<file path="config.mk">
export PLATFORM = sky130hd
export DESIGN_NAME = des_decrypt_core_flat
export DESIGN_NICKNAME = d
export VERILOG_FILES = /design/src/rtl/des_pkg.sv /design/src/rtl/des_decrypt_core_if.sv /design/src/rtl/des_round_comb.sv /design/src/rtl/des_decrypt_core.sv /design/src/flat_wrapper.sv
export SDC_FILE = /design/constraint.sdc
export NUM_CORES = 1
export LEC_CHECK = 0
export CAP_MARGIN = 20
export CORE_UTILIZATION = 35
export CTS_CLUSTER_DIAMETER = 50
export DETAILED_ROUTE_END_ITERATION = 12
export PLACE_DENSITY = 0.66
export SYNTH_ARGS = -nofsm -noshare
export SYNTH_HDL_FRONTEND = slang
export SYNTH_SLANG_ARGS = --single-unit
</file>
<file path="constraint.sdc">
create_clock -name clk -period 2.7 [get_ports clk]
set_input_delay 0.675 -clock clk [delete_from_list [all_inputs] [get_ports clk]]
set_output_delay 0.675 -clock clk [all_outputs]
set_load 0.1 [all_outputs]
</file>
<file path="src/rtl/des_pkg.sv">
// rtl/des_pkg.sv - DES tables, S-box functions, decrypt rotate schedule and FSM state type
// Bit numbering is MSB-first [1:n] throughout; every table entry names a 1-based source bit.
package des_pkg;

    typedef enum logic [1:0] {
        ST_IDLE  = 2'd0,
        ST_ROUND = 2'd1,
        ST_DONE  = 2'd2
    } state_t;

    localparam int IP_T [64] = '{
        58, 50, 42, 34, 26, 18, 10, 2,  60, 52, 44, 36, 28, 20, 12, 4,
        62, 54, 46, 38, 30, 22, 14, 6,  64, 56, 48, 40, 32, 24, 16, 8,
        57, 49, 41, 33, 25, 17,  9, 1,  59, 51, 43, 35, 27, 19, 11, 3,
        61, 53, 45, 37, 29, 21, 13, 5,  63, 55, 47, 39, 31, 23, 15, 7};

    localparam int FP_T [64] = '{
        40, 8, 48, 16, 56, 24, 64, 32,  39, 7, 47, 15, 55, 23, 63, 31,
        38, 6, 46, 14, 54, 22, 62, 30,  37, 5, 45, 13, 53, 21, 61, 29,
        36, 4, 44, 12, 52, 20, 60, 28,  35, 3, 43, 11, 51, 19, 59, 27,
        34, 2, 42, 10, 50, 18, 58, 26,  33, 1, 41,  9, 49, 17, 57, 25};

    // Parity bits 8,16,...,64 never appear here, so they cannot influence the result.
    localparam int PC1_T [56] = '{
        57, 49, 41, 33, 25, 17,  9,  1, 58, 50, 42, 34, 26, 18,
        10,  2, 59, 51, 43, 35, 27, 19, 11,  3, 60, 52, 44, 36,
        63, 55, 47, 39, 31, 23, 15,  7, 62, 54, 46, 38, 30, 22,
        14,  6, 61, 53, 45, 37, 29, 21, 13,  5, 28, 20, 12,  4};

    localparam int PC2_T [48] = '{
        14, 17, 11, 24,  1,  5,  3, 28, 15,  6, 21, 10,
        23, 19, 12,  4, 26,  8, 16,  7, 27, 20, 13,  2,
        41, 52, 31, 37, 47, 55, 30, 40, 51, 45, 33, 48,
        44, 49, 39, 56, 34, 53, 46, 42, 50, 36, 29, 32};

    localparam int E_T [48] = '{
        32,  1,  2,  3,  4,  5,  4,  5,  6,  7,  8,  9,
         8,  9, 10, 11, 12, 13, 12, 13, 14, 15, 16, 17,
        16, 17, 18, 19, 20, 21, 20, 21, 22, 23, 24, 25,
        24, 25, 26, 27, 28, 29, 28, 29, 30, 31, 32,  1};

    localparam int P_T [32] = '{
        16,  7, 20, 21, 29, 12, 28, 17,  1, 15, 23, 26,  5, 18, 31, 10,
         2,  8, 24, 14, 32, 27,  3,  9, 19, 13, 30,  6, 22, 11,  4, 25};

    // Right-rotate amount applied to C/D before round r, stored at index r-1.
    // Indexing with the low 4 bits of the current round number gives the
    // amount for the next round (round 16 wraps to entry 0, which is unused).
    localparam logic [1:0] ROT_DEC [16] = '{
        2'd0, 2'd1, 2'd2, 2'd2, 2'd2, 2'd2, 2'd2, 2'd2,
        2'd1, 2'd2, 2'd2, 2'd2, 2'd2, 2'd2, 2'd2, 2'd1};

    // Each box is row-major: entry = row*16 + column.
    localparam logic [3:0] SBOX [8][64] = '{
        '{14, 4,13, 1, 2,15,11, 8, 3,10, 6,12, 5, 9, 0, 7,  0,15, 7, 4,14, 2,13, 1,10, 6,12,11, 9, 5, 3, 8,
           4, 1,14, 8,13, 6, 2,11,15,12, 9, 7, 3,10, 5, 0, 15,12, 8, 2, 4, 9, 1, 7, 5,11, 3,14,10, 0, 6,13},
        '{15, 1, 8,14, 6,11, 3, 4, 9, 7, 2,13,12, 0, 5,10,  3,13, 4, 7,15, 2, 8,14,12, 0, 1,10, 6, 9,11, 5,
           0,14, 7,11,10, 4,13, 1, 5, 8,12, 6, 9, 3, 2,15, 13, 8,10, 1, 3,15, 4, 2,11, 6, 7,12, 0, 5,14, 9},
        '{10, 0, 9,14, 6, 3,15, 5, 1,13,12, 7,11, 4, 2, 8, 13, 7, 0, 9, 3, 4, 6,10, 2, 8, 5,14,12,11,15, 1,
          13, 6, 4, 9, 8,15, 3, 0,11, 1, 2,12, 5,10,14, 7,  1,10,13, 0, 6, 9, 8, 7, 4,15,14, 3,11, 5, 2,12},
        '{ 7,13,14, 3, 0, 6, 9,10, 1, 2, 8, 5,11,12, 4,15, 13, 8,11, 5, 6,15, 0, 3, 4, 7, 2,12, 1,10,14, 9,
          10, 6, 9, 0,12,11, 7,13,15, 1, 3,14, 5, 2, 8, 4,  3,15, 0, 6,10, 1,13, 8, 9, 4, 5,11,12, 7, 2,14},
        '{ 2,12, 4, 1, 7,10,11, 6, 8, 5, 3,15,13, 0,14, 9, 14,11, 2,12, 4, 7,13, 1, 5, 0,15,10, 3, 9, 8, 6,
           4, 2, 1,11,10,13, 7, 8,15, 9,12, 5, 6, 3, 0,14, 11, 8,12, 7, 1,14, 2,13, 6,15, 0, 9,10, 4, 5, 3},
        '{12, 1,10,15, 9, 2, 6, 8, 0,13, 3, 4,14, 7, 5,11, 10,15, 4, 2, 7,12, 9, 5, 6, 1,13,14, 0,11, 3, 8,
           9,14,15, 5, 2, 8,12, 3, 7, 0, 4,10, 1,13,11, 6,  4, 3, 2,12, 9, 5,15,10,11,14, 1, 7, 6, 0, 8,13},
        '{ 4,11, 2,14,15, 0, 8,13, 3,12, 9, 7, 5,10, 6, 1, 13, 0,11, 7, 4, 9, 1,10,14, 3, 5,12, 2,15, 8, 6,
           1, 4,11,13,12, 3, 7,14,10,15, 6, 8, 0, 5, 9, 2,  6,11,13, 8, 1, 4,10, 7, 9, 5, 0,15,14, 2, 3,12},
        '{13, 2, 8, 4, 6,15,11, 1,10, 9, 3,14, 5, 0,12, 7,  1,15,13, 8,10, 3, 7, 4,12, 5, 6,11, 0,14, 9, 2,
           7,11, 4, 1, 9,12,14, 2, 0, 6,10,13,15, 3, 5, 8,  2, 1,14, 7, 4,10, 8,13,15,12, 9, 0, 3, 5, 6,11}};

    function automatic logic [1:64] ip_perm(input logic [1:64] x);
        logic [1:64] y;
        for (int i = 0; i < 64; i++) y[i+1] = x[IP_T[i]];
        return y;
    endfunction

    function automatic logic [1:64] fp_perm(input logic [1:64] x);
        logic [1:64] y;
        for (int i = 0; i < 64; i++) y[i+1] = x[FP_T[i]];
        return y;
    endfunction

    function automatic logic [1:56] pc1_perm(input logic [1:64] x);
        logic [1:56] y;
        for (int i = 0; i < 56; i++) y[i+1] = x[PC1_T[i]];
        return y;
    endfunction

    function automatic logic [1:48] pc2_perm(input logic [1:56] x);
        logic [1:48] y;
        for (int i = 0; i < 48; i++) y[i+1] = x[PC2_T[i]];
        return y;
    endfunction

    function automatic logic [1:48] e_expand(input logic [1:32] x);
        logic [1:48] y;
        for (int i = 0; i < 48; i++) y[i+1] = x[E_T[i]];
        return y;
    endfunction

    function automatic logic [1:32] p_perm(input logic [1:32] x);
        logic [1:32] y;
        for (int i = 0; i < 32; i++) y[i+1] = x[P_T[i]];
        return y;
    endfunction

    // Row comes from outer bits 1 and 6, column from inner bits 2..5.
    function automatic logic [1:4] s_lookup(input int n, input logic [1:6] x);
        logic [5:0] idx;
        idx = {x[1], x[6], x[2:5]};
        return SBOX[n][idx];
    endfunction

    function automatic logic [1:4] s1(input logic [1:6] x); return s_lookup(0, x); endfunction
    function automatic logic [1:4] s2(input logic [1:6] x); return s_lookup(1, x); endfunction
    function automatic logic [1:4] s3(input logic [1:6] x); return s_lookup(2, x); endfunction
    function automatic logic [1:4] s4(input logic [1:6] x); return s_lookup(3, x); endfunction
    function automatic logic [1:4] s5(input logic [1:6] x); return s_lookup(4, x); endfunction
    function automatic logic [1:4] s6(input logic [1:6] x); return s_lookup(5, x); endfunction
    function automatic logic [1:4] s7(input logic [1:6] x); return s_lookup(6, x); endfunction
    function automatic logic [1:4] s8(input logic [1:6] x); return s_lookup(7, x); endfunction

    function automatic logic [1:28] rot_right(input logic [1:28] x, input logic [1:0] amt);
        case (amt)
            2'd1:    return {x[28], x[1:27]};
            2'd2:    return {x[27:28], x[1:26]};
            default: return x;
        endcase
    endfunction

endpackage

</file>
<file path="src/rtl/des_decrypt_core_if.sv">
// rtl/des_decrypt_core_if.sv - ciphertext/key input and plaintext output handshake bundle
// master: block source/sink (drives in_valid, ciphertext, key, out_ready)
// slave:  decrypt core (drives in_ready, out_valid, plaintext, busy)
interface des_decrypt_core_if;
    logic        in_valid;
    logic        in_ready;
    logic [1:64] ciphertext;
    logic [1:64] key;
    logic        out_valid;
    logic        out_ready;
    logic [1:64] plaintext;
    logic        busy;

    modport master (
        output in_valid, ciphertext, key, out_ready,
        input  in_ready, out_valid, plaintext, busy
    );

    modport slave (
        input  in_valid, ciphertext, key, out_ready,
        output in_ready, out_valid, plaintext, busy
    );
endinterface

</file>
<file path="src/rtl/des_round_comb.sv">
// rtl/des_round_comb.sv - combinational DES round function f(R, K)
// Ports: r [1:32] right half in, k [1:48] round subkey in, f [1:32] function result out.
module des_round_comb
    import des_pkg::*;
(
    input  logic [1:32] r,
    input  logic [1:48] k,
    output logic [1:32] f
);
    logic [1:48] x;
    logic [1:32] s_out;

    always_comb begin
        x = e_expand(r) ^ k;
        s_out = {s1(x[1:6]),   s2(x[7:12]),  s3(x[13:18]), s4(x[19:24]),
                 s5(x[25:30]), s6(x[31:36]), s7(x[37:42]), s8(x[43:48])};
        f = p_perm(s_out);
    end
endmodule

</file>
<file path="src/rtl/des_decrypt_core.sv">
// rtl/des_decrypt_core.sv - iterative 16-round DES decryption engine, one round per clock
// Ports: clk, rst (sync active-high), bus (slave side: in_valid/in_ready/ciphertext/key in,
// out_valid/out_ready/plaintext out, busy while a block is in flight).
module des_decrypt_core
    import des_pkg::*;
(
    input  logic               clk,
    input  logic               rst,
    des_decrypt_core_if.slave  bus
);
    state_t      state;
    logic [1:32] l_q, r_q;
    logic [1:28] c_q, d_q;
    logic [4:0]  rnd;
    logic [1:64] plaintext_q;
    logic        out_valid_q;
    logic        in_ready_q;
    logic [1:48] subkey;
    logic [1:32] f_out;
    logic [1:56] cd_init;
    logic [1:32] r_new;

    // C/D always hold the halves for the round about to run, so the subkey
    // is a pure PC2 of the current registers (K16 first, K1 last).
    assign subkey  = pc2_perm({c_q, d_q});
    assign cd_init = pc1_perm(bus.key);
    assign r_new   = l_q ^ f_out;

    des_round_comb u_round (
        .r (r_q),
        .k (subkey),
        .f (f_out)
    );

    assign bus.in_ready  = in_ready_q;
    assign bus.out_valid = out_valid_q;
    assign bus.plaintext = plaintext_q;
    assign bus.busy      = (state != ST_IDLE);

    always_ff @(posedge clk) begin
        if (rst) begin
            state       <= ST_IDLE;
            l_q         <= '0;
            r_q         <= '0;
            c_q         <= '0;
            d_q         <= '0;
            rnd         <= '0;
            plaintext_q <= '0;
            out_valid_q <= 1'b0;
            in_ready_q  <= 1'b0;
        end else begin
            case (state)
                ST_IDLE: begin
                    if (bus.in_valid && in_ready_q) begin
                        {l_q, r_q} <= ip_perm(bus.ciphertext);
                        c_q        <= cd_init[1:28];
                        d_q        <= cd_init[29:56];
                        rnd        <= 5'd1;
                        in_ready_q <= 1'b0;
                        state      <= ST_ROUND;
                    end else begin
                        in_ready_q <= 1'b1;
                    end
                end
                ST_ROUND: begin
                    l_q <= r_q;
                    r_q <= r_new;
                    c_q <= rot_right(c_q, ROT_DEC[rnd[3:0]]);
                    d_q <= rot_right(d_q, ROT_DEC[rnd[3:0]]);
                    rnd <= rnd + 5'd1;
                    if (rnd == 5'd16) begin
                        // Halves swap on the way out: preoutput is {R16, L16}.
                        plaintext_q <= fp_perm({r_new, r_q});
                        out_valid_q <= 1'b1;
                        state       <= ST_DONE;
                    end
                end
                ST_DONE: begin
                    if (bus.out_ready) begin
                        out_valid_q <= 1'b0;
                        in_ready_q  <= 1'b1;
                        state       <= ST_IDLE;
                    end
                end
                default: state <= ST_IDLE;
            endcase
        end
    end
endmodule

</file>
<file path="src/flat_wrapper.sv">
// flat-port wrapper written by rule: the top's interface ports become plain ports
module des_decrypt_core_flat import des_pkg::*;
  (clk, rst, bus_in_valid, bus_ciphertext, bus_key, bus_out_ready, bus_in_ready, bus_out_valid, bus_plaintext, bus_busy);
  des_decrypt_core_if bus_i ();
  input  logic clk;
  input  logic rst;
  input wire logic [$bits(bus_i.in_valid)-1:0] bus_in_valid;
  input wire logic [$bits(bus_i.ciphertext)-1:0] bus_ciphertext;
  input wire logic [$bits(bus_i.key)-1:0] bus_key;
  input wire logic [$bits(bus_i.out_ready)-1:0] bus_out_ready;
  output wire logic [$bits(bus_i.in_ready)-1:0] bus_in_ready;
  output wire logic [$bits(bus_i.out_valid)-1:0] bus_out_valid;
  output wire logic [$bits(bus_i.plaintext)-1:0] bus_plaintext;
  output wire logic [$bits(bus_i.busy)-1:0] bus_busy;
  assign bus_i.in_valid = bus_in_valid;
  assign bus_i.ciphertext = bus_ciphertext;
  assign bus_i.key = bus_key;
  assign bus_i.out_ready = bus_out_ready;
  assign bus_in_ready = bus_i.in_ready;
  assign bus_out_valid = bus_i.out_valid;
  assign bus_plaintext = bus_i.plaintext;
  assign bus_busy = bus_i.busy;
  des_decrypt_core u_core (.clk(clk), .rst(rst), .bus(bus_i));
endmodule
</file>
* After elaboration in Yosys (flattened, before gate mapping)
Memory sizes are Yosys's and may differ from the RTL's. Index checks and enable logic that the tools add are counted.
Word-level totals: memories 9, register bits after elaboration 193, output and inout port bits 67, latch bits 0, word-level logic and storage cells 100, input port bits 132, bits in read-only memories 2080, memory bits (writable) 0
Memory list:
- (no name shown) | depth 64, width 4, rd ports 1, clocked after Yosys merged registers in 0, wr ports 0, line des_pkg.sv:112 | return SBOX[n][idx];
- (no name shown) | depth 64, width 4, rd ports 1, clocked after Yosys merged registers in 0, wr ports 0, line des_pkg.sv:112
- (no name shown) | depth 64, width 4, rd ports 1, clocked after Yosys merged registers in 0, wr ports 0, line des_pkg.sv:112
- (no name shown) | depth 64, width 4, rd ports 1, clocked after Yosys merged registers in 0, wr ports 0, line des_pkg.sv:112
- (no name shown) | depth 64, width 4, rd ports 1, clocked after Yosys merged registers in 0, wr ports 0, line des_pkg.sv:112
- (no name shown) | depth 64, width 4, rd ports 1, clocked after Yosys merged registers in 0, wr ports 0, line des_pkg.sv:112
- +3 memories
Cells by class: div/mod/pow operators 0, bitwise operators 11, add/sub/neg operators 1, multipliers 0, shift-type cells 0, reduce and logical (&&, ||, !) cells 12, $lt $le $gt $ge 9, equality and inequality tests 9, mux-type cells 40
Operators by type and width (count):
- case mux 28 bit (2 select lines) | 4
- case mux 32 bit (2 select lines) | 2
- two-way mux 32 bit | 2
- two-way mux 4 bit | 16
- >= comparator 7 bit, second input constant | 8
- two-way mux 28 bit | 2
- NOT 6 -> 7 bit | 8
- XOR 48 bit | 1
- XOR 32 bit | 1
- two-way mux 2 bit | 5
- case mux 5 bit (2 select lines) | 1
- AND reduction 3 bit | 3
- nonzero test 2 bit | 4
- case mux 2 bit (3 select lines) | 1
- AND reduction 2 bit | 3
- adder 5 x 1 -> 5 bit, second input constant | 1
- == test 5 bit, second input constant | 1
- >= comparator 5 bit, second input constant | 1
- two-way mux 5 bit | 1
- NOT 4 -> 5 bit | 1
- == test 2 x 1 -> 1 bit, second input constant | 2
- == test 2 bit, second input constant | 2
- two-way mux 1 bit | 4
- != test 2 x 1 -> 1 bit, second input constant | 2
- 5 further kinds | 6

* Depth between registers and ports, before layout
Gate-level depths: netlist of run 1.
depth in word-level cells 7, gate-level depth with buffers 13, mapped depth without buffers 11

* Hierarchy
From an unflattened synthesis of run 1, not the netlist that was laid out.
Unflattened totals: cell total of the unflattened synthesis 1686, area total of the unflattened synthesis 13919.6 sq um
Modules (own cells, without submodules):
- des_decrypt_core | instances 1, cells each 1016, area each 8754.6 sq um
- des_round_comb | instances 1, cells each 670, area each 5165.0 sq um

* Worst setup path before layout of run 1
Ideal clock, no wire load.
kind flip-flop to flip-flop, start point register u_core.r_q[28] (netlist name), end point register u_core.plaintext_q, in the netlist u_core.bus.plaintext[22], clock period less this slack 2.766 ns, library setup time 0.065 ns, slack -0.066 ns, data required time 2.635 ns, cell stages (with the launch flop) 10, data arrival time 2.700 ns, cells stage by stage dfxtp_1 > buf_2 > xor2_1 > ha_1 > clkbuf_1 > xnor2_1 > a2111oi_0 > a311oi_1 > or4_1 > nand3_1
On the way: cells in the longest elaborated chain, start to end 6
RTL lines:
- start: declaration | line des_decrypt_core.sv:12 | logic [1:32] l_q, r_q;
- start signal: assignment | line des_decrypt_core.sv:55 | {l_q, r_q} <= ip_perm(bus.ciphertext);
- start signal: assignment | line des_decrypt_core.sv:67 | r_q <= r_new;
- XOR 48 bit | line des_round_comb.sv:14 | x = e_expand(r) ^ k;
- NOT 6 -> 7 bit (implied by the code) | line des_pkg.sv:112
- memory (64 x 4 bit)
- two-way mux 4 bit (implied by the code) (2 in series) | line des_pkg.sv:112
- XOR 32 bit | line des_decrypt_core.sv:27 | assign r_new = l_q ^ f_out;
- end signal: assignment | line des_decrypt_core.sv:73 | plaintext_q <= fp_perm({r_new, r_q});
- end: declaration | line des_decrypt_core.sv:15 | logic [1:64] plaintext_q;
No other way between the ends. The select of a mux whose other input is x is not followed. A chain may end at the register's enable or synchronous reset.

* Final worst setup path of run 1
start point register u_core.r_q[17] (netlist name), end point register u_core.r_q[20] (netlist name)
On the way: cells in the longest elaborated chain, start to end 7
RTL lines:
- XOR 48 bit | line des_round_comb.sv:14
- NOT 6 -> 7 bit (implied by the code) | line des_pkg.sv:112
- memory (64 x 4 bit)
- two-way mux 4 bit (implied by the code) (2 in series) | line des_pkg.sv:112
- XOR 32 bit | line des_decrypt_core.sv:27
- case mux 32 bit (2 select lines) | line des_decrypt_core.sv:52 | case (state)
No other way between the ends. The select of a mux whose other input is x is not followed.

==> results.sh, run 1 <==
export IMPL_synth_compound_area_share_pct=23.6
export IMPL_synth_xor_area_share_pct=9.21
export IMPL_rrSetupSlack_ns=0.06
export IMPL_yosys_top_cells_area="dfxtp_1, mux2i_1, nand2_1"
export IMPL_skew_ns=0.0178
export IMPL_hold_class="reg2reg"
export IMPL_drive_above_1_share_pct=20.4
export IMPL_drt_vias_per_instance=5.59
export IMPL_critPathKind="reg2reg"
export IMPL_min_path_cells=2
export IMPL_irDropWorstVdd_uv=411
export IMPL_outcome="finished, final reports clean"
export IMPL_htree_num_levels=4
export IMPL_post_route_drc_count=0
export IMPL_dieArea_um2=41600
export IMPL_gp_congestion=0.935
export IMPL_synthSimpleGateAreaFrac_pct=17.4
export IMPL_worstSkewPairLatency_ns=0.46
export IMPL_fin_hold_ws_ns=0.458
export IMPL_port_buffers=190
export IMPL_die_height_um=204
export IMPL_dr_pass1_iters=5
export IMPL_start_kind="register"
export IMPL_fin_util_pct=47.0
export IMPL_ant_nets=0
export IMPL_syn_nets=2018
export IMPL_cp_required_ns=3.02
export IMPL_power_density_nw_per_um2=661
export IMPL_yosys_warnings=0
export IMPL_rr_endpoint="u_core.r_q[20]"
export IMPL_hp_start="u_core.bus.plaintext[63]"
export IMPL_min_period_ns=2.64
export IMPL_ys_seq_area_share_pct=27.0
export IMPL_avgSynthCellArea_um2=7.86
export IMPL_r2r_start="u_core.r_q[17]"
export IMPL_synth_main_ff_cell="dfxtp_1"
export IMPL_path_clk_slew_ns=0.08
export IMPL_core_area_um2=40000
export IMPL_ys_types=74
export IMPL_syn_to_final_growth_pct=31.7
export IMPL_synth_top_family_by_area="compound AO/OA/AOI/OAI gates"
export IMPL_initial_core_util_pct=35.7
export IMPL_fillers=3979
export IMPL_dieWidth_um=204
export IMPL_cts_hold_buf=0
export IMPL_cts_path_max_buffers=2
export IMPL_syn_area_um2=14300
export IMPL_synth_most_common_cell="nand2_1"
export IMPL_drt_total_wl_um=51100
export IMPL_drv_cap=0
export IMPL_num_io_pins=199
export IMPL_grt_pass1_wl_um=78100
export IMPL_synthCells=1818
export IMPL_layout_nets=2311
export IMPL_synth_edf_count=0
export IMPL_pre_cts_ws_ns=-0.00853
export IMPL_crit_fanout=6
export IMPL_numCtsBuffers=17
export IMPL_grt_overflow=0
export IMPL_timing_fmax_ghz=0.378
export IMPL_grt_pass1_vias=13800
export IMPL_grt_max_degree=72
export IMPL_layout_setup_ws_ns=0.0578
export IMPL_ys_ff_latch=193
export IMPL_rows=73
export IMPL_post_synth_mux_area_share_pct=11.3
export IMPL_dp_hpwl_um=38700
export IMPL_yosys_area_top_type="dfxtp_1"
export IMPL_crit_arrival_ns=2.96
export IMPL_vias=14800
export IMPL_period_share_pct=97.9
export IMPL_setup_worst_path_end_class="register"
export IMPL_antenna_found_initial=0
export IMPL_final_hold_violation_count=0
export IMPL_synth_top_area_share_pct=27.0
export IMPL_synth_commonest_cells="nand2_1, nor2_1, dfxtp_1"
export IMPL_clock_sinks=193
export IMPL_grt_util_all_layers_pct=24.1
export IMPL_p_leak_nw=7.30
export IMPL_tightest_slew_ns=0.670
export IMPL_synthAdderAreaFrac_pct=5.95
export IMPL_tritoncts="yes"
export IMPL_dp_cells=2615
export IMPL_final_cell_count_no_fill=2649
export IMPL_antenna_cells=0
export IMPL_wl_per_cell_um=19.3
export IMPL_whs_endpoint="u_core.bus.plaintext[63]"
export IMPL_reg2reg_depth=7
export IMPL_relSlewSlack_pct=55.0
export IMPL_async_reset_ff_share_pct=0
export IMPL_drt_iter0_drc=1083
export IMPL_setup_viol=0
export IMPL_cts_root_buf="clkbuf_16"
export IMPL_slew_violations=0
[metal layers]
layer / wire length [µm] / share of wire [%] / track usage, %
met2: 22600 / 44 / 36.6
met3: 3220 / 6.3 / 4.43
met1: 24200 / 47 / 34.5
met4: 1120 / 2.2 / 7.28
met5: 0 / 0 / 0
[cell type report]
| class | count | area [µm²] | area share (%) |
|---|---|---|---|
| timing repair buffer | 422 | 3660 | 19.5 |
| tap | 525 | 657 | 3.49 |
| clock buffer | 20 | 447 | 2.37 |
| inverter | 45 | 173 | 0.918 |
| sequential | 193 | 3880 | 20.6 |
| multi-input combinational | 1432 | 9870 | 52.5 |
| clock inverter | 12 | 123 | 0.652 |
[worst max-delay path, cell delays in order (launching register included)]
cell and delay (ns):
dfxtp_1 0.68, buf_4 0.28, xor2_2 0.37, mux4_2 0.57, mux2i_1 0.21, xnor2_1 0.12, o221ai_1 0.17, nand2_1 0.10
[cell usage in the layout, fill, tap and decap left out, types with 7 or more instances in the layout]
| master | Yosys | final |
|---|---|---|
| buf_4 | 3 | 285 |
| nand2_1 | 235 | 233 |
| nor2_1 | 232 | 229 |
| dfxtp_1 | 193 | 178 |
| a21oi_1 | 142 | 142 |
| clkdlybuf4s50_1 | 0 | 122 |
| mux2i_1 | 109 | 108 |
| o21ai_0 | 88 | 87 |
| a211oi_1 | 79 | 79 |
| ha_1 | 68 | 66 |
| xnor2_1 | 65 | 60 |
| nand3_1 | 44 | 44 |
| xor2_1 | 45 | 41 |
| inv_1 | 40 | 37 |
| a311oi_1 | 38 | 37 |
| nor3_1 | 34 | 33 |
| a31oi_1 | 21 | 21 |
| mux4_2 | 20 | 20 |
| a221oi_1 | 24 | 20 |
| o211ai_1 | 18 | 18 |
| clkbuf_16 | 0 | 17 |
| buf_12 | 0 | 15 |
| dfxtp_2 | 0 | 14 |
| xor2_2 | 13 | 13 |
| xnor2_2 | 7 | 10 |
| o2111ai_1 | 9 | 9 |
| o221ai_1 | 7 | 7 |
| a2111oi_0 | 9 | 7 |
[state kept, by name, summed over array words and instances (netlist names), 2 cells and up]
| register | count |
|---|---|
| u_core.state | 2 |
| u_core.bus.plaintext | 64 |
| u_core.r_q | 32 |
| u_core.l_q | 32 |
| u_core.c_q | 28 |
| u_core.rnd | 5 |
| u_core.d_q | 28 |
[worst max-delay path by stage]
stage,from,endpoint
after global routing,u_core.d_q[9],u_core.r_q[14]
final,u_core.r_q[17],u_core.r_q[20]
after CTS,u_core.c_q[24],u_core.r_q[17]
after global placement,u_core.r_q[12],u_core.r_q[16]
after floorplan,u_core.r_q[23],u_core.bus.plaintext[32]
after detailed placement,u_core.d_q[6],u_core.bus.plaintext[22]
[where the power goes]
group	switching [mW]	internal, mW	total [mW]
combinational	3.48	3.02	6.50
sequential	0.337	3.05	3.38
clock	1.24	1.32	2.56
[per-stage QoR]
| stage | area [µm²] | setup TNS (ns) | power [mW] |
|---|---|---|---|
| after floorplan | 14300 | 0 | 7.11 |
| after global placement | 18000 | -0.00848 | 9.61 |
| after detailed placement | 18000 | -0.00853 | 9.69 |
| after CTS | 18600 | 0 | 12.3 |
| after global routing | 18800 | -0.0987 | 13.2 |
| final | 18800 | 0 | 12.4 |
[repair_timing]
action,in CTS,in global routing
cloned,0,0
setup endpoints to repair,3,34
pin swaps,0,9
setup buffers,0,2
resized for setup,3,46
[kinds of logic after synthesis]
logic type,count (synthesis)
muxes,134
xor gates and xnor gates,131
adders and majority gates,68
and+or+nand+nor,596
AOI/OAI and AO/OA,503
buffers and inverters,193
DFF,193
(Power assumes the default switching activity.)
==> run 2: changes to the inputs <==
Settings changed: ABC_AREA from default to 1, MAX_ROUTING_LAYER from default to met4, SLEW_MARGIN from default to 20.
==> run 2 against run 1 <==
Compared with the run above:
- sequential cell count unchanged
- highest routed layer unchanged
- final cell count up 13%
- global-route usage up 1.7 points
- clock skew up 0.00068 ns
==> results.sh, run 2 <==
export IMPL_ys_ff_latch=193
export IMPL_drt_total_wl_um=52900
export IMPL_rr_endpoint="u_core.c_q[11]"
export IMPL_dp_hpwl_um=39500
export IMPL_layout_common_cells="nand2_1, nand3_1, inv_1, dfxtp_1, a21oi_1"
export IMPL_crit_end="u_core.c_q[11]"
export IMPL_layout_commonest_cell="nand2_1"
export IMPL_clock_sinks=193
export IMPL_r2r_start="u_core.rnd[0]"
export IMPL_skew_ns=0.0185
export IMPL_relSlewSlack_pct=29.3
export IMPL_total_power_mw=11.0
export IMPL_pwr_share_comb_pct=45.5
export IMPL_syn_nets=2523
export IMPL_yosys_top_cells_area="dfxtp_1, nand2_1, nand3_1"
export IMPL_syn_area_um2=14300
export IMPL_gp_congestion=0.925
export IMPL_reg2reg_depth=10
export IMPL_startpoint="u_core.rnd[0]"
export IMPL_p_sw_share_pct=45.0
export IMPL_min_period_ns=2.50
export IMPL_drv_cap=0
export IMPL_core_area_um2=40100
export IMPL_num_io_pins=199
export IMPL_power_density_nw_per_um2=634
export IMPL_wl_per_cell_um=17.6
export IMPL_cp_required_ns=3.02
export IMPL_hold_class="reg2reg"
export IMPL_period_share_pct=92.7
export IMPL_drt_met1_wl_um=24000
export IMPL_drive_above_1_share_pct=8.93
export IMPL_setup_tns_ns=0
export IMPL_synth_edf_count=0
export IMPL_wl_met3_um=3020
export IMPL_port_buffers=190
export IMPL_dieWidth_um=204
export IMPL_grt_overflow=0
export IMPL_drt_vias_per_instance=5.38
export IMPL_ys_seq_area_share_pct=26.9
export IMPL_setup_worst_path_end_class="register"
export IMPL_tightest_slew_ns=1.05
export IMPL_ctsResizeCount=0
export IMPL_synthCells=2323
export IMPL_rows=73
export IMPL_layout_nets=2663
export IMPL_syn_to_final_growth_pct=21.0
export IMPL_cts_hold_buf=0
export IMPL_synth_commonest_cells="nand2_1, nand3_1, inv_1"
export IMPL_outcome="finished, final reports clean"
export IMPL_ant_nets=0
export IMPL_ys_types=37
export IMPL_htree_num_levels=4
export IMPL_avgSynthCellArea_um2=6.17
export IMPL_die_height_um=204
export IMPL_p_leak_nw=8.21
export IMPL_synth_main_ff_cell="dfxtp_1"
export IMPL_power_frac_seq_pct=30.3
export IMPL_antenna_cells=0
export IMPL_slowest_delay_ns=0.48
export IMPL_dieArea_um2=41800
export IMPL_synth_top_area_share_pct=26.9
export IMPL_cts_root_buf="clkbuf_16"
export IMPL_vias=16100
export IMPL_yosys_area_top_type="dfxtp_1"
export IMPL_timing_fmax_ghz=0.400
export IMPL_tritoncts="yes"
export IMPL_start_kind="register"
export IMPL_grt_pass1_vias=14800
export IMPL_cp_cell_sequence="inv_1 > ha_1 > nand2_1 > nor2_1 > a211oi_1 > ha_2 > buf_4 > a21oi_1 > a221oi_1 > a211oi_1"
export IMPL_critPathKind="reg2reg"
export IMPL_final_hold_violation_count=0
export IMPL_path_clk_slew_ns=0.08
export IMPL_irDropWorstVdd_uv=432
export IMPL_crit_fanout=9
export IMPL_async_reset_ff_share_pct=0
export IMPL_initial_core_util_pct=35.8
export IMPL_rrSetupSlack_ns=0.20
export IMPL_grt_pass1_wl_um=82100
export IMPL_top_layer_used="met4"
export IMPL_power_switching_mw=4.95
export IMPL_setup_viol=0
export IMPL_dr_pass1_iters=6
export IMPL_yosys_warnings=0
export IMPL_grt_max_degree=129
export IMPL_crit_arrival_ns=2.82
export IMPL_post_route_drc_count=0
export IMPL_post_cts_setup_buffer_count=0
export IMPL_intPower_mw=6.06
export IMPL_slowest_stage="ha_2"
export IMPL_largest_reg_flops=64
export IMPL_numCtsBuffers=17
export IMPL_worstSkewPairLatency_ns=0.47
export IMPL_synth_most_common_cell="nand2_1"
export IMPL_antenna_found_initial=0
export IMPL_cp_common_cell="a211oi_1"
export IMPL_grt_util_all_layers_pct=25.9
export IMPL_drt_iter0_drc=1627
export IMPL_slew_violations=0
export IMPL_met2_length_um=24300
export IMPL_cts_path_max_buffers=2
export IMPL_rsz0062_at_grt="false"
export IMPL_pwr_share_clk_pct=24.2
[run 2: cell types whose count changed after synthesis, moves of 20 or more]
cell      change
inv_1       +165
nor3_1       -32
xnor2_1      -52
mux2i_1     -109
o21ai_0      -43
a311oi_1     -37
nand3_1     +310
mux4_2       -20
a211oi_1     -22
a221oi_1     +33
xor2_1       -41
nand2_1     +609
nor2_1      -155
clkbuf_1     -37
[run 2: cell families after synthesis]
logic type | count (synthesis) | synth area share, %
simple gates | 1297 | 37.6
compound gates | 371 | 16.5
flops | 193 | 26.9
buf+inv | 364 | 10.5
xor+xnor | 30 | 2.59
fa+ha+maj | 68 | 5.93
[run 2: worst min-delay path by stage]
| stage | startpoint | endpoint | slack (ns) | depth (start not counted) |
|---|---|---|---|---|
| 3_5_place_dp | u_core.bus.plaintext[55] | u_core.bus.plaintext[55] | 0.45 | 2 |
| 5_1_grt | u_core.bus.plaintext[45] | u_core.bus.plaintext[45] | 0.49 | 2 |
| 6_report | u_core.bus.plaintext[61] | u_core.bus.plaintext[61] | 0.47 | 2 |
| 4_1_cts | u_core.bus.plaintext[55] | u_core.bus.plaintext[55] | 0.47 | 2 |
| 3_3_place_gp | u_core.bus.plaintext[37] | u_core.bus.plaintext[37] | 0.46 | 2 |
| 2_1_floorplan | u_core.rnd[4] | u_core.rnd[4] | 0.45 | 1 |
[run 2: metal layers]
metal | global-route usage (%) | vias to the layer above
met5 | - | -
met4 | 8.32 | 0
met3 | 3.32 | 86
met2 | 41.4 | 582
met1 | 33.6 | 7530
li1 | - | 7947
[run 2: critical path: cells and delay by family (launching register included)]
| family | cells | cell delay [ns] |
|---|---|---|
| buffers and inverters | 2 | 0.35 |
| AOI/OAI and AO/OA | 4 | 0.82 |
| adders and majority gates | 2 | 0.70 |
| and+or+nand+nor | 2 | 0.10 |
| DFF | 1 | 0.39 |
[run 2: power groups by stage]
stage	Sequential, mW	Clock, mW	Combinational (mW)
3_5_place_dp	3.39	0	4.91
6_report	3.34	2.67	5.01
4_1_cts	3.33	2.69	4.94
2_1_floorplan	3.27	0	3.61
3_3_place_gp	3.39	0	4.89
5_1_grt	3.36	2.82	5.65
[run 2: per-stage QoR]
stage / cells / cell area (µm²) / utilization, % / hold WS, ns / setup WS [ns]
final: 3001 / 17400 / 43.3 / 0.468 / 0.197
after global routing: 3001 / 17400 / 43.3 / 0.487 / 0.0137
after CTS: 3001 / 17300 / 43.3 / 0.466 / 0.224
after detailed placement: 2969 / 16800 / 41.8 / 0.454 / 0.239
after global placement: 2969 / 16800 / 41.8 / 0.456 / 0.274
after floorplan: 2323 / 14300 / - / 0.453 / 0.464
[run 2: cell type report]
class | instances | area, µm²
fillers | 4183 | 22700
flip-flops and latches | 193 | 3860
clock buffers | 17 | 425
well taps | 525 | 657
multi-input cells | 1766 | 9000
inverters | 228 | 861
clock inverters | 15 | 161
repair buffers | 257 | 2380
